==> config.mk <==
export PLATFORM = sky130hd
export DESIGN_NAME = mash_ddsm_gen
export DESIGN_NICKNAME = d
export VERILOG_FILES = /design/src/rtl/mash_ddsm_gen.sv
export SDC_FILE = /design/constraint.sdc
export NUM_CORES = 1
export LEC_CHECK = 0
export BUFFER_PORTS_ARGS = -buffer_cell sky130_fd_sc_hd__clkbuf_2
export CAP_MARGIN = 20
export CORE_UTILIZATION = 30
export CTS_CLUSTER_DIAMETER = 100
export CTS_CLUSTER_SIZE = 28
export DETAILED_ROUTE_END_ITERATION = 10
export SKIP_CTS_REPAIR_TIMING = 1
export SLEW_MARGIN = 20
export SYNTH_ARGS = -nofsm -noshare
export SYNTH_HDL_FRONTEND = slang
export SYNTH_SLANG_ARGS = --single-unit
==> constraint.sdc <==
create_clock -name i_clk -period 12.7 [get_ports i_clk]
set_clock_uncertainty 0.05 [all_clocks]
set_input_delay 1.905 -clock i_clk [delete_from_list [all_inputs] [get_ports i_clk]]
set_output_delay 1.905 -clock i_clk [all_outputs]
set_load 0.02 [all_outputs]
==> src/rtl/mash_ddsm_gen.sv <==
// Wide-accumulator MASH 1-1-..-1 delta-sigma modulator for a fractional-N divider.
// Order can be selected at runtime; the block has a config handshake, phase nudge, LFSR dither and warm-up sequencing.
module mash_ddsm_gen #(
   parameter int ACC_W     = 24,
   parameter int ORDER_MAX = 4,
   parameter int INT_W     = 8,
   parameter int FRAC_W    = ORDER_MAX + 1
) (
   input  logic                     i_clk,
   input  logic                     i_rst,
   input  logic                     i_en,
   input  logic                     i_cfg_we,
   input  logic [ACC_W-1:0]         i_cfg_frac,
   input  logic [1:0]               i_cfg_order,
   input  logic [INT_W-1:0]         i_int,
   input  logic                     i_phase_we,
   input  logic [ACC_W-1:0]         i_phase,
   input  logic                     i_dither_en,
   input  logic [15:0]              i_seed,
   output logic                     o_cfg_ack,
   output logic                     o_valid,
   output logic signed [FRAC_W-1:0] o_frac,
   output logic [INT_W-1:0]         o_div
);

   localparam int WCNT_W = $clog2(ORDER_MAX + 1);

   typedef enum logic [1:0] {IDLE, CLEAR, WARM, RUN} state_t;

   state_t                  state, state_nxt;
   logic [WCNT_W-1:0]       warm_cnt;
   logic [ACC_W-1:0]        frac_reg;
   logic [ORDER_MAX-1:0]    stage_mask;
   logic [ORDER_MAX-1:0]    mask_new;
   logic                    order_change;
   logic                    active;
   logic [ACC_W-1:0]        acc [ORDER_MAX];
   logic [ACC_W-1:0]        acc_nxt [ORDER_MAX];
   logic [ORDER_MAX-1:0]    carry_nxt;
   logic [ORDER_MAX-1:0]    carry_hist [ORDER_MAX];
   logic [15:0]             lfsr;
   logic signed [FRAC_W-1:0] nc_sum;

   function automatic int binom(input int n, input int r);
      int v;
      v = 1;
      for (int i = 0; i < r; i++) v = v * (n - i) / (i + 1);
      return v;
   endfunction

   assign active = (state == WARM) || (state == RUN);

   // Selected order is kept as a thermometer mask of enabled stages; larger requests clamp to ORDER_MAX.
   always_comb begin
      int ord_idx;
      ord_idx  = int'(i_cfg_order);
      mask_new = '0;
      if (ord_idx > ORDER_MAX - 1) ord_idx = ORDER_MAX - 1;
      for (int k = 0; k < ORDER_MAX; k++) mask_new[k] = (k <= ord_idx);
      order_change = i_cfg_we && (mask_new != stage_mask) && active;
   end

   always_comb begin
      state_nxt = state;
      o_valid   = (state == RUN);
      case (state)
         IDLE:  if (i_en) state_nxt = CLEAR;
         CLEAR: state_nxt = WARM;
         WARM:  begin
            if (order_change) state_nxt = CLEAR;
            else if (warm_cnt == WCNT_W'(ORDER_MAX)) state_nxt = RUN;
         end
         RUN:   if (order_change) state_nxt = CLEAR;
         default: state_nxt = IDLE;
      endcase
      if (!i_en) state_nxt = IDLE;
   end

   always_ff @(posedge i_clk or posedge i_rst) begin
      if (i_rst) begin
         state    <= IDLE;
         warm_cnt <= '0;
      end else begin
         state    <= state_nxt;
         warm_cnt <= (state == WARM) ? warm_cnt + 1'b1 : '0;
      end
   end

   always_ff @(posedge i_clk or posedge i_rst) begin
      if (i_rst) begin
         frac_reg   <= '0;
         stage_mask <= ORDER_MAX'(1);
      end else if (i_cfg_we) begin
         frac_reg   <= i_cfg_frac;
         stage_mask <= mask_new;
      end
   end

   // Stage 1 takes F plus dither and phase; a double overflow still reports a single carry.
   always_comb begin
      logic [ACC_W+1:0] sum1;
      logic [ACC_W:0]   sumk;
      logic [ACC_W-1:0] phase_add;
      logic             dith;
      dith      = i_dither_en & lfsr[0];
      phase_add = (i_phase_we && state == RUN) ? i_phase : '0;
      sum1      = {2'b00, acc[0]} + {2'b00, frac_reg} + {2'b00, phase_add}
                + {{(ACC_W+1){1'b0}}, dith};
      sumk      = '0;
      carry_nxt = '0;
      acc_nxt[0]   = sum1[ACC_W-1:0];
      carry_nxt[0] = (|sum1[ACC_W+1:ACC_W]) & stage_mask[0];
      for (int k = 1; k < ORDER_MAX; k++) begin
         sumk         = {1'b0, acc[k]} + {1'b0, acc[k-1]};
         acc_nxt[k]   = sumk[ACC_W-1:0];
         carry_nxt[k] = sumk[ACC_W] & stage_mask[k];
      end
   end

   always_ff @(posedge i_clk or posedge i_rst) begin
      if (i_rst) begin
         for (int k = 0; k < ORDER_MAX; k++) begin
            acc[k]        <= '0;
            carry_hist[k] <= '0;
         end
         lfsr <= 16'hACE1;
      end else if (active) begin
         for (int k = 0; k < ORDER_MAX; k++) acc[k] <= acc_nxt[k];
         carry_hist[0] <= carry_nxt;
         for (int d = 1; d < ORDER_MAX; d++) carry_hist[d] <= carry_hist[d-1];
         lfsr <= {lfsr[14:0], lfsr[15] ^ lfsr[13] ^ lfsr[12] ^ lfsr[10]};
      end else begin
         for (int k = 0; k < ORDER_MAX; k++) begin
            acc[k]        <= '0;
            carry_hist[k] <= '0;
         end
         if (state == CLEAR) lfsr <= (i_seed == 16'h0000) ? 16'hACE1 : i_seed;
      end
   end

   // Stage k is differentiated k-1 times and delayed so every stage lines up with the deepest pipeline.
   always_comb begin
      int y_acc;
      y_acc = 0;
      for (int k = 0; k < ORDER_MAX; k++) begin
         for (int j = 0; j <= k; j++) begin
            if (carry_hist[ORDER_MAX-1-k+j][k]) begin
               if (j % 2 == 1) y_acc = y_acc - binom(k, j);
               else            y_acc = y_acc + binom(k, j);
            end
         end
      end
      nc_sum = y_acc[FRAC_W-1:0];
   end

   always_ff @(posedge i_clk or posedge i_rst) begin
      if (i_rst) begin
         o_frac    <= '0;
         o_div     <= '0;
         o_cfg_ack <= 1'b0;
      end else begin
         o_cfg_ack <= i_cfg_we;
         if (active) begin
            o_frac <= nc_sum;
            o_div  <= i_int + {{(INT_W-FRAC_W){nc_sum[FRAC_W-1]}}, nc_sum};
         end else begin
            o_frac <= '0;
            o_div  <= i_int;
         end
      end
   end

endmodule

# Word level (Yosys, flattened, before mapping)
# Cells that the tools add are included.
dict set report word_totals {
  register_bits 174
  inputBits 80
  elab_cells 83
}
dict set report classes {
  add_sub_neg 17
  n_lt_le_gt_ge 3
  n_eq_ne 7
  mux 24
  n_bitwise 7
  reduce_logical 9
}
# op count
set op_table {}
lappend op_table {{$add A24 B24 Y25} 4}
lappend op_table {{$mux W96} 1}
lappend op_table {{$mux W16} 4}
lappend op_table {{$mux W5} 10}
lappend op_table {{$add A25 B24 Y26} 1}
lappend op_table {{$add A26 B1 Y26} 1}
lappend op_table {{$mux W24} 1}
lappend op_table {{$logic_not A16 Y1} 1}
lappend op_table {{$add A5 B2 Y5 const B} 3}
lappend op_table {{$sub A5 B2 Y5 const B} 2}
lappend op_table {{$sub A5 B3 Y5 const B} 2}
lappend op_table {{$add A8 B8 Y8} 1}
lappend op_table {{$mux W2} 4}
lappend op_table {{$mux W8} 1}
lappend op_table {{$pmux W2 S4} 1}
lappend op_table {{$add A5 B3 Y5 const B} 1}
lappend op_table {{$and A1 B1 Y1} 4}
lappend op_table {{$eq A2 B2 Y1 const B} 2}
lappend op_table {{$le A2 B2 Y1 const A} 2}
lappend op_table {{$ne A4 B3 Y1 const B} 1}
lappend op_table {{$add A3 B1 Y3 const B} 1}
lappend op_table {{$eq A3 B3 Y1 const B} 1}
lappend op_table {{$logic_and A1 B1 Y1} 3}
lappend op_table {{$mux W3} 1}
lappend op_table {{other kinds (12)} 14}

# Depth between registers and ports, before layout
# Gate-level depths: netlist of run 1.
dict set report logic_depth {
  word_depth 21
  mapped_depth 30
  mapped_depth_nobuf 29
}

# Worst setup path after synthesis of run 1
# Ideal clock, no wire load.
dict set report synth_timing {
  kind {register -> register}
  start {register carry_hist[1] (netlist bit)}
  end {register o_div[7]}
  setup_time_ns 0.132
  arrival_time_ns 5.788
  slack_ns 6.730
  path_stages_with_launch 31
  synth_period_minus_slack_ns 5.970
  path_cell_list {dfrtp_1 buf_6 inv_1 fa_1 buf_2 xor2_2 inv_1 ha_1 and2_1 a31oi_1 o21ai_0 a21o_1 ha_1 mux2i_1 ha_1 nand2b_1 nor2_1 o21a_1 o311a_1 a21boi_2 or2_1 ha_1 a21oi_1 o21bai_1 a21oi_1 o21bai_1 a21oi_1 and2_1 nand4_1 o2111ai_1 o221ai_2}
}
dict set report synth_via {
  elab_chain_len 17
}
# element line
set synth_lines {}
lappend synth_lines {{start: declaration} 40} ;# logic [ORDER_MAX-1:0] carry_hist [ORDER_MAX];
lappend synth_lines {{$mux W5 (*)} 147} ;# if (carry_hist[ORDER_MAX-1-k+j][k]) begin
lappend synth_lines {{$add A5 B2 Y5} 149} ;# else y_acc = y_acc + binom(k, j);
lappend synth_lines {{$mux W5 (*)} 147}
lappend synth_lines {{$sub A5 B3 Y5} 148} ;# if (j % 2 == 1) y_acc = y_acc - binom(k, j);
lappend synth_lines {{$mux W5 (*)} 147}
lappend synth_lines {{$add A5 B2 Y5} 149}
lappend synth_lines {{$mux W5 (*)} 147}
lappend synth_lines {{$add A5 B2 Y5} 149}
lappend synth_lines {{$mux W5 (*)} 147}
lappend synth_lines {{$sub A5 B3 Y5} 148}
lappend synth_lines {{$mux W5 (*)} 147}
lappend synth_lines {{$add A5 B3 Y5} 149}
lappend synth_lines {{$mux W5 (*)} 147}
lappend synth_lines {{$sub A5 B2 Y5} 148}
lappend synth_lines {{$mux W5 (*)} 147}
lappend synth_lines {{$add A8 B8 Y8 (*)} 165} ;# o_div <= i_int + {{(INT_W-FRAC_W){nc_sum[FRAC_W-1]}}, nc_sum};
lappend synth_lines {{$mux W8 (*)} 163} ;# if (active) begin
lappend synth_lines {{end signal: assignment} 165}
lappend synth_lines {{end signal: assignment} 168} ;# o_div <= i_int;
lappend synth_lines {{end: declaration} 23} ;# output logic [INT_W-1:0] o_div
# Mark *: on every way between the ends. The rest lies on a longest branch, timed or not.
# A chain may end at the register's enable or synchronous reset.

# Final worst setup path of run 1
# Same ends and word-level chain as after synthesis.

==> results of run 1 <==
[cell families after synthesis]
kind of cell    after synthesis  share of synthesized area
mux                          38                     0.0343
buf+inv                      91                     0.0285
xor+xnor                     92                     0.0686
compound gates              341                      0.179
fa+ha+maj                   152                      0.171
flops                       174                      0.350
simple gates                422                      0.169
[report_power, final]
part,total [mW],internal [mW],switching [mW]
Sequential,0.625,0.597,0.0281
Combinational,0.208,0.0869,0.121
Clock,0.562,0.316,0.246
[cell type report]
cell class                 count  area [sq um]
fill                        4164         26800
multi-input combinational   1045          7760
sequential                   174          4360
tap                          532           666
timing repair buffer          99           508
clock buffer                  17           425
clock inverter                15           204
inverter                      50           195
[cell usage after synthesis (13+ instances only)]
master | n | area share
a21o_1 | 38 | 0.023
a21oi_1 | 76 | 0.030
a31oi_1 | 14 | 0.0070
and2_1 | 33 | 0.017
and3_1 | 35 | 0.018
clkbuf_1 | 26 | 0.0078
dfrtp_1 | 166 | 0.33
fa_1 | 30 | 0.048
ha_1 | 122 | 0.12
inv_1 | 49 | 0.015
mux2_2 | 28 | 0.025
nand2_1 | 79 | 0.024
nand2b_1 | 21 | 0.011
nand3_1 | 24 | 0.0096
nor2_1 | 125 | 0.038
nor2b_1 | 22 | 0.011
nor3_1 | 29 | 0.012
o211ai_1 | 14 | 0.0084
o21a_1 | 13 | 0.0078
o21ai_0 | 87 | 0.035
xnor2_1 | 43 | 0.030
xor2_1 | 44 | 0.031
[metal layers]
layer | up-vias | part of all wire
met5 | - | 0
met4 | 0 | 0.012
met3 | 23 | 0.034
met2 | 189 | 0.48
met1 | 4579 | 0.47
li1 | 4885 | -
[worst reg2reg max path, delay by kind of cell (launching register included)]
family                     cells  cell delay [ns]
AOI/OAI and AO/OA             13             2.43
adders and majority gates      5             1.92
and+or+nand+nor                6             0.98
DFF                            1             0.55
buffers and inverters          2             0.27
xor gates and xnor gates       1             0.27
muxes                          1             0.20
[metrics by stage]
stage | area, sq um | util | hold slack, ns | cells
finish | 14100 | 0.345 | 0.399 | 1932
global route | 14100 | 0.345 | 0.421 | 1932
CTS | 14100 | 0.345 | 0.401 | 1932
detailed placement | 13500 | 0.330 | 0.385 | 1900
global placement | 13500 | 0.330 | 0.386 | 1900
floorplan | 12500 | - | 0.378 | 1310
[final timing paths]
| check | from | to | slack [ns] |
|---|---|---|---|
| setup reg to reg | carry_hist[1] | o_div[7] | 5.92 |
| setup / recovery | carry_hist[1] | o_div[7] | 5.92 |
| max in group asynchronous | i_rst | acc[40] | 9.59 |
| hold reg to reg | carry_hist[8] | carry_hist[4] | 0.40 |
| min in group asynchronous | i_rst | lfsr[12] | 1.53 |
| hold / removal | carry_hist[8] | carry_hist[4] | 0.40 |
==> results.py, run 1 <==
metrics = {
    "synthesis": {
        "mappedNetlistArea_sq_um": 12500,
        "ys_ff_latch": 174,
        "syn_inst": 1310,
        "synth_edf_count": 0,
        "ys_warn_count": 0,
        "synth_seq_area_share": 0.350,
        "syn_nets": 1542,
        "yosysUniqueCellTypes": 82,
        "yosys_most_used_dff": "dfrtp_1",
        "syn_avg_cell_area_sq_um": 9.52,
        "synth_async_sr_flop_share": 1.00,
    },
    "power_and_ir_drop": {
        "ir_drop_uv": 93.8,
        "power.total_mw": 1.40,
        "powerDensity_nw_per_um2": 98.8,
        "p_leak_nw": 6.89,
    },
    "sta": {
        "period_minus_slack_ns": 6.78,
        "setup-violations-final": 0,
        "setup_tns_ns": 0,
        "fmax_mhz": 148,
        "rsz0062_at_grt": "no",
        "period_share": 0.534,
        "setup_ws_ns": 5.92,
        "hold_viol_final": 0,
        "worstMarginPinSlew_ns": 0.961,
        "final_max_slew_viol_count": 0,
        "maxSlewHeadroom": 0.359,
    },
    "global_route": {
        "grt_use_met3": 0.0251,
        "grt_usage": 0.135,
        "grt_use_met2": 0.235,
        "grt_max_degree": 99,
        "grt_busiest_layer": "met2",
        "antenna_found_initial": 0,
        "grt_pass1_wl_mm": 45.9,
        "grt_pass1_vias": 9761,
        "grt-ovfl-total": 0,
        "grt_use_met1": 0.168,
    },
    "clock_network": {
        "cts_made_buffers": 17,
        "cts-htree-levels": 4,
        "cts_root_buffer": "clkbuf_16",
        "clkTransAtPathRegs_ns": 0.07,
        "insertion_delay_ns": 0.45,
        "clockBufferDepth": 2,
        "cts_tree": "yes",
        "clock-sinks": 174,
    },
    "floorplanning": {
        "io_pins": 95,
        "dieArea_sq_um": 42400,
        "rows": 74,
        "core_sq_um": 40900,
        "die_w_um": 206,
        "die_y_um": 206,
        "initial_core_util": 0.305,
    },
    "drt": {
        "antenna_left": 0,
        "dr.pass1.iters": 7,
        "viasPerCell": 5.01,
        "vias": 9676,
        "drtIter0Drc": 557,
        "wire_per_inst_um": 14.0,
        "drc_errors": 0,
        "wl_mm": 27.0,
    },
    "run": {
        "maxCapViolCount": 0,
    },
    "layout": {
        "antennaDiodeCount": 0,
        "layout_common_cells": "dfrtp_1 (166), nor2_1 (124), ha_1 (122)",
        "largest_register_ff_count": 96,
        "area_growth_syn_to_layout_pct": 13.2,
        "fin_nets": 1619,
        "drive_gt1_frac": 0.134,
        "final_common_cell": "dfrtp_1",
    },
    "critical_path": {
        "endpoint_kind": "flop",
        "cp_slowest_cell": "fa_1",
        "path_max_fanout": 10,
        "worstRegToRegCells": 28,
        "path_buf_inv": 2,
        "crit_top_cell": "ha_1",
        "crit_family": "compound AO/OA/AOI/OAI gates",
        "worstPathRequired_ns": 12.97,
        "critPathKind": "reg -> reg",
        "slowest_delay_ns": 0.71,
        "crit_path_start_kind": "flop",
        "cp.arrival_ns": 7.05,
        "crit_cells": 28,
    },
    "placement": {
        "pre_cts_ws_ns": 5.94,
        "port_buffers": 94,
        "place.gp.congestion": 0.844,
        "dp_hpwl_mm": 20.5,
    },
    "min_path": {
        "hold_path_class": "reg -> reg",
        "holdPathStages": 1,
    },
    "status": {
        "status": "completed",
    },
}
Power figures use the tool's default switching activity.
==> run 2: changes to the inputs <==
- ABC_AREA: default -> 1
- clock period: 12.7 -> 6.95 ns (I/O delays scaled with it)
==> results.py, run 2 <==
metrics = {
    "clock_network": {
        "clock-sinks": 174,
        "cts_made_buffers": 17,
        "cts_root_buffer": "clkbuf_16",
        "clockBufferDepth": 2,
        "cts_tree": "yes",
        "insertion_delay_ns": 0.45,
        "clkTransAtPathRegs_ns": 0.06,
        "cts-htree-levels": 4,
    },
    "critical_path": {
        "worstRegToRegCells": 37,
        "cp.arrival_ns": 5.81,
        "rr_endpoint": "o_div[7]",
        "slowest_delay_ns": 0.45,
        "path_max_fanout": 6,
        "cp-endpoint": "o_div[7]",
        "critPathLaunch": "carry_hist[0]",
        "crit_path_start_kind": "flop",
        "endpoint_kind": "flop",
        "worstPathRequired_ns": 7.24,
        "crit_top_cell": "nor2_1",
        "reg2reg_from": "carry_hist[0]",
        "rrSetupSlack_ns": 1.43,
        "critPathKind": "reg -> reg",
        "cp_slowest_cell": "fa_1",
    },
    "drt": {
        "drtIter0Drc": 371,
        "wl_mm": 27.5,
        "wire_per_inst_um": 12.5,
        "drc_errors": 0,
        "dr.pass1.iters": 5,
        "antenna_left": 0,
        "vias": 10500,
        "viasPerCell": 4.78,
    },
    "synthesis": {
        "synthAdderAreaFrac": 0.175,
        "synth_seq_area_share": 0.358,
        "yosys_most_used_dff": "dfrtp_1",
        "ys_warn_count": 0,
        "synth_top_family_by_area": "simple AND/OR/NAND/NOR gates",
        "yosysUniqueCellTypes": 46,
        "synth.top_cells.by_count": "nand2_1 (345), a21oi_1 (183), inv_1 (177)",
        "syn_nets": 1807,
        "yosysTopAreaCellShare": 0.341,
        "synth-compound-area-share": 0.164,
        "synthMuxAreaShare": 0.000821,
        "post-synth-top-count-cell": "nand2_1",
        "synth_async_sr_flop_share": 1.00,
        "synth_edf_count": 0,
        "mappedNetlistArea_sq_um": 12200,
        "yosys.area_share.xor_xnor": 0.0179,
        "syn_avg_cell_area_sq_um": 7.74,
        "synthTopCellsByArea": "dfrtp_1 (34%), ha_1 (13%), nand2_1 (11%), a21oi_1 (7.5%), o21ai_0 (6.0%)",
        "synth-simple-area-share": 0.220,
        "syn_inst": 1575,
        "synth.largest_area_cell": "dfrtp_1",
        "ys_ff_latch": 174,
    },
    "placement": {
        "port_buffers": 94,
        "dpl_cell_area_sq_um": 13300,
        "pre_cts_ws_ns": 1.46,
        "dp_hpwl_mm": 20.7,
        "placedCellCount": 2172,
        "place.gp.congestion": 0.853,
    },
    "sta": {
        "hold_viol_final": 0,
        "setup_tns_ns": 0,
        "period_minus_slack_ns": 5.52,
        "rsz0062_at_grt": "no",
        "setup-violations-final": 0,
        "worstMarginPinSlew_ns": 0.906,
        "maxSlewHeadroom": 0.396,
        "period_share": 0.795,
        "final_max_slew_viol_count": 0,
        "setup_ws_ns": 1.43,
        "fmax_mhz": 181,
    },
    "power_and_ir_drop": {
        "p_leak_nw": 7.32,
        "comb_power_share": 0.136,
        "p_sw_mw": 0.671,
        "swShare": 0.277,
        "p_clk_frac": 0.396,
        "intPower_mw": 1.75,
        "ir_drop_uv": 158,
        "seqPwrFrac": 0.468,
        "powerDensity_nw_per_um2": 175,
    },
    "global_route": {
        "grt_usage": 0.141,
        "antenna_found_initial": 0,
        "grt-ovfl-total": 0,
        "grt_pass1_vias": 10600,
        "grt_pass1_wl_mm": 48.0,
        "grt_max_degree": 89,
    },
    "layout": {
        "area_growth_syn_to_layout_pct": 13.5,
        "drive_gt1_frac": 0.0984,
        "antennaDiodeCount": 0,
        "largest_register_ff_count": 96,
        "layout_common_cells": "nand2_1 (345), a21oi_1 (183), inv_1 (175)",
        "fin_nets": 1898,
        "final_common_cell": "nand2_1",
        "stdcell_area_sq_um": 13800,
        "fin_cells": 2202,
        "fill_cells": 4167,
    },
    "min_path": {
        "hold_path_class": "reg -> reg",
    },
    "floorplanning": {
        "rows": 73,
        "dieArea_sq_um": 41400,
        "die_y_um": 204,
        "core_sq_um": 39900,
        "die_w_um": 204,
        "io_pins": 95,
        "initial_core_util": 0.305,
    },
    "status": {
        "status": "completed",
    },
    "run": {
        "maxCapViolCount": 0,
    },
}
run 2: cell types whose count changed after synthesis, moves of 32 or more:
cell / before / now
nand2_1: 79 / 345
inv_1: 49 / 177
a21oi_1: 76 / 183
o21ai_0: 87 / 147
nand3_1: 24 / 74
and3_1: 35 / 0
xnor2_1: 43 / 8
a21o_1: 38 / 5
and2_1: 33 / 1
run 2: per-stage QoR:
stage               hold WS (ns)  utilization  total power, mW
floorplan                  0.380            -             1.38
global placement           0.392        0.332             1.48
detailed placement         0.410        0.332             1.48
CTS                        0.417        0.346             2.45
global route               0.427        0.347             2.55
finish                     0.417        0.347             2.42
run 2: power groups by stage:
| stage | registers (mW) | clock network [mW] | logic [mW] |
|---|---|---|---|
| finish | 1.13 | 0.958 | 0.329 |
| floorplan | 1.15 | 0 | 0.230 |
| global route | 1.14 | 1.02 | 0.382 |
| global placement | 1.15 | 0 | 0.326 |
| detailed placement | 1.15 | 0 | 0.332 |
| CTS | 1.13 | 0.986 | 0.334 |
run 2: worst min path at each step:
stage / startpoint / to / cells past startpoint
finish: carry_hist[12] / carry_hist[8] / 2
global route: carry_hist[12] / carry_hist[8] / 2
CTS: carry_hist[12] / carry_hist[8] / 2
detailed placement: carry_hist[12] / carry_hist[8] / 2
global placement: warm_cnt[0] / warm_cnt[0] / 1
floorplan: warm_cnt[0] / warm_cnt[0] / 1
run 2: cell families (layout without fill, tap and decap cells):
family / count (synthesis) / after routing
simple gates: 638 / 638
fa+ha+maj: 152 / 152
mux: 1 / 1
compound gates: 377 / 377
buf+inv: 209 / 311
flops: 174 / 174
xor+xnor: 24 / 24
run 2: per-layer routing:
| layer | part of all wire | vias up | GRT usage |
|---|---|---|---|
| met2 | 0.48 | 144 | 0.248 |
| li1 | - | 5442 | - |
| met5 | 0 | - | 0 |
| met1 | 0.46 | 4906 | 0.170 |
| met4 | 0.028 | 0 | 0.0607 |
| met3 | 0.025 | 42 | 0.0222 |
run 2: area by class of cell:
class / count / area [sq um] / area share
Tap cell: 525 / 657 / 0.0475
Multi-Input combinational cell: 1192 / 7040 / 0.509
Sequential cell: 174 / 4360 / 0.316
Timing Repair Buffer: 99 / 512 / 0.0370
Clock inverter: 9 / 114 / 0.00823
Inverter: 182 / 688 / 0.0498
Clock buffer: 21 / 460 / 0.0333
run 2: critical path: cells and delay by family, from the launching register on:
| family | cells | cell delay, ns |
|---|---|---|
| AND/OR/NAND/NOR | 27 | 2.82 |
| flip-flops | 1 | 0.43 |
| AO/OA/AOI/OAI | 1 | 0.15 |
| adder cells (fa/ha/maj) | 6 | 1.78 |
| buffers and inverters | 3 | 0.16 |
==> run 3: changes to the inputs <==
- clock period: 6.95 -> 5.5 ns (I/O delays scaled with it)
==> results.py, run 3 (synthesis gave the netlist of run 2 again) <==
metrics = {
    "sta": {
        "hold_viol_final": 0,
        "worstMarginPinSlew_ns": 0.919,
        "hold_slack_ns": 0.411,
        "final_max_slew_viol_count": 0,
        "period_minus_slack_ns": 5.22,
        "setup-violations-final": 0,
        "fmax_mhz": 192,
        "period_share": 0.948,
        "maxSlewHeadroom": 0.387,
    },
    "placement": {
        "port_buffers": 94,
        "dp_hpwl_mm": 21.0,
        "dpl_cell_area_sq_um": 13300,
        "place.gp.congestion": 0.878,
        "placedCellCount": 2173,
    },
    "layout": {
        "fill_cells": 4120,
        "area_growth_syn_to_layout_pct": 15.1,
        "largest_register_ff_count": 96,
        "final_util": 0.351,
        "final_common_cell": "nand2_1",
        "antennaDiodeCount": 0,
        "fin_cells": 2217,
        "fin_nets": 1911,
        "layout_common_cells": "nand2_1 (340), a21oi_1 (182), inv_1 (173)",
        "stdcell_area_sq_um": 14000,
        "drive_gt1_frac": 0.119,
    },
    "power_and_ir_drop": {
        "p_sw_mw": 0.904,
        "seqPwrFrac": 0.467,
        "power.total_mw": 3.07,
        "powerDensity_nw_per_um2": 219,
        "swShare": 0.295,
        "comb_power_share": 0.137,
        "intPower_mw": 2.16,
        "ir_drop_uv": 228,
        "p_leak_nw": 7.41,
        "p_clk_frac": 0.397,
    },
    "drt": {
        "wl_mm": 27.6,
        "vias": 10500,
        "drtIter0Drc": 503,
        "dr.pass1.iters": 6,
        "antenna_left": 0,
        "viasPerCell": 4.73,
        "drc_errors": 0,
        "wire_per_inst_um": 12.4,
    },
    "critical_path": {
        "crit_top_cell": "nor2_1",
        "cp.arrival_ns": 5.51,
        "critPathKind": "reg -> reg",
        "slowest_delay_ns": 0.38,
        "path_max_fanout": 4,
        "cp_slowest_cell": "dfrtp_1",
        "endpoint_kind": "flop",
        "worstPathRequired_ns": 5.79,
        "crit_path_start_kind": "flop",
    },
    "clock_network": {
        "cts-htree-levels": 4,
        "cts_tree": "yes",
        "clockBufferDepth": 2,
        "clock-sinks": 174,
        "cts_made_buffers": 17,
        "clkTransAtPathRegs_ns": 0.07,
        "insertion_delay_ns": 0.46,
        "cts_root_buffer": "clkbuf_16",
    },
    "status": {
        "status": "completed",
    },
    "run": {
        "maxCapViolCount": 0,
    },
    "global_route": {
        "grt_usage": 0.139,
        "grt-ovfl-total": 0,
        "antenna_found_initial": 0,
        "grt_max_degree": 89,
        "grt_pass1_wl_mm": 47.4,
        "grt_pass1_vias": 10500,
    },
    "floorplanning": {
        "dieArea_sq_um": 41400,
        "die_w_um": 204,
        "rows": 73,
        "die_y_um": 204,
        "core_sq_um": 39900,
        "io_pins": 95,
        "initial_core_util": 0.305,
    },
    "min_path": {
        "hold_path_class": "in -> async",
    },
}
run 3: cell count changes in the layout (fill, tap and decap cells not counted), moves of 3 or more:
cell	before	now
nand3_2	2	7
nand3_1	74	69
nand2_2	11	16
nand2_1	345	340
inv_6	1	6
inv_8	0	3
buf_4	4	17
run 3: final timing paths:
path / startpoint / to / slack, ns / cells past startpoint
setup reg to reg: carry_hist[1] / o_div[7] / 0.28 / 36
setup / recovery: carry_hist[1] / o_div[7] / 0.28 / 36
hold / removal: i_rst / acc[6] / 0.41 / 2
max in group asynchronous: i_rst / state[0] / 3.66 / 3
min in group i_clk: warm_cnt[0] / warm_cnt[0] / 0.42 / 1
hold reg to reg: warm_cnt[0] / warm_cnt[0] / 0.42 / 1
run 3: cell type report:
class | count | area, sq um | share of cell area
repair buffers | 112 | 618 | 0.0441
flip-flops and latches | 174 | 4360 | 0.311
multi-input cells | 1192 | 7130 | 0.508
inverters | 182 | 687 | 0.0490
clock buffers | 18 | 429 | 0.0306
well taps | 525 | 657 | 0.0468
clock inverters | 14 | 146 | 0.0104
run 3: power groups by stage:
stage	logic (mW)	registers, mW	clock network (mW)
after global placement	0.415	1.45	0
after detailed placement	0.424	1.46	0
after floorplan	0.290	1.45	0
after CTS	0.426	1.43	1.25
final	0.419	1.43	1.22
after global routing	0.487	1.44	1.29
run 3: layer usage:
metal / track usage / part of all wire / vias up
met2: 0.247 / 0.49 / 136
met5: 0 / 0 / -
met1: 0.170 / 0.47 / 4841
met3: 0.0185 / 0.023 / 40
met4: 0.0521 / 0.023 / 0
li1: - / - / 5477
run 3: stage by stage:
| step | TNS, ns | setup WS [ns] |
|---|---|---|
| 3_3_place_gp | 0 | 0.191 |
| 5_1_grt | -0.123 | -0.123 |
| 6_report | 0 | 0.285 |
| 2_1_floorplan | 0 | 0.509 |
| 4_1_cts | 0 | 0.00487 |
| 3_5_place_dp | 0 | 0.0240 |
run 3: worst max-delay path: cells and delay by family, from the launching register on:
family,cells,cell delay (ns)
compound gates,2,0.23
flops,1,0.38
mux,1,0.19
fa+ha+maj,6,1.76
buf+inv,3,0.17
simple gates,24,2.34
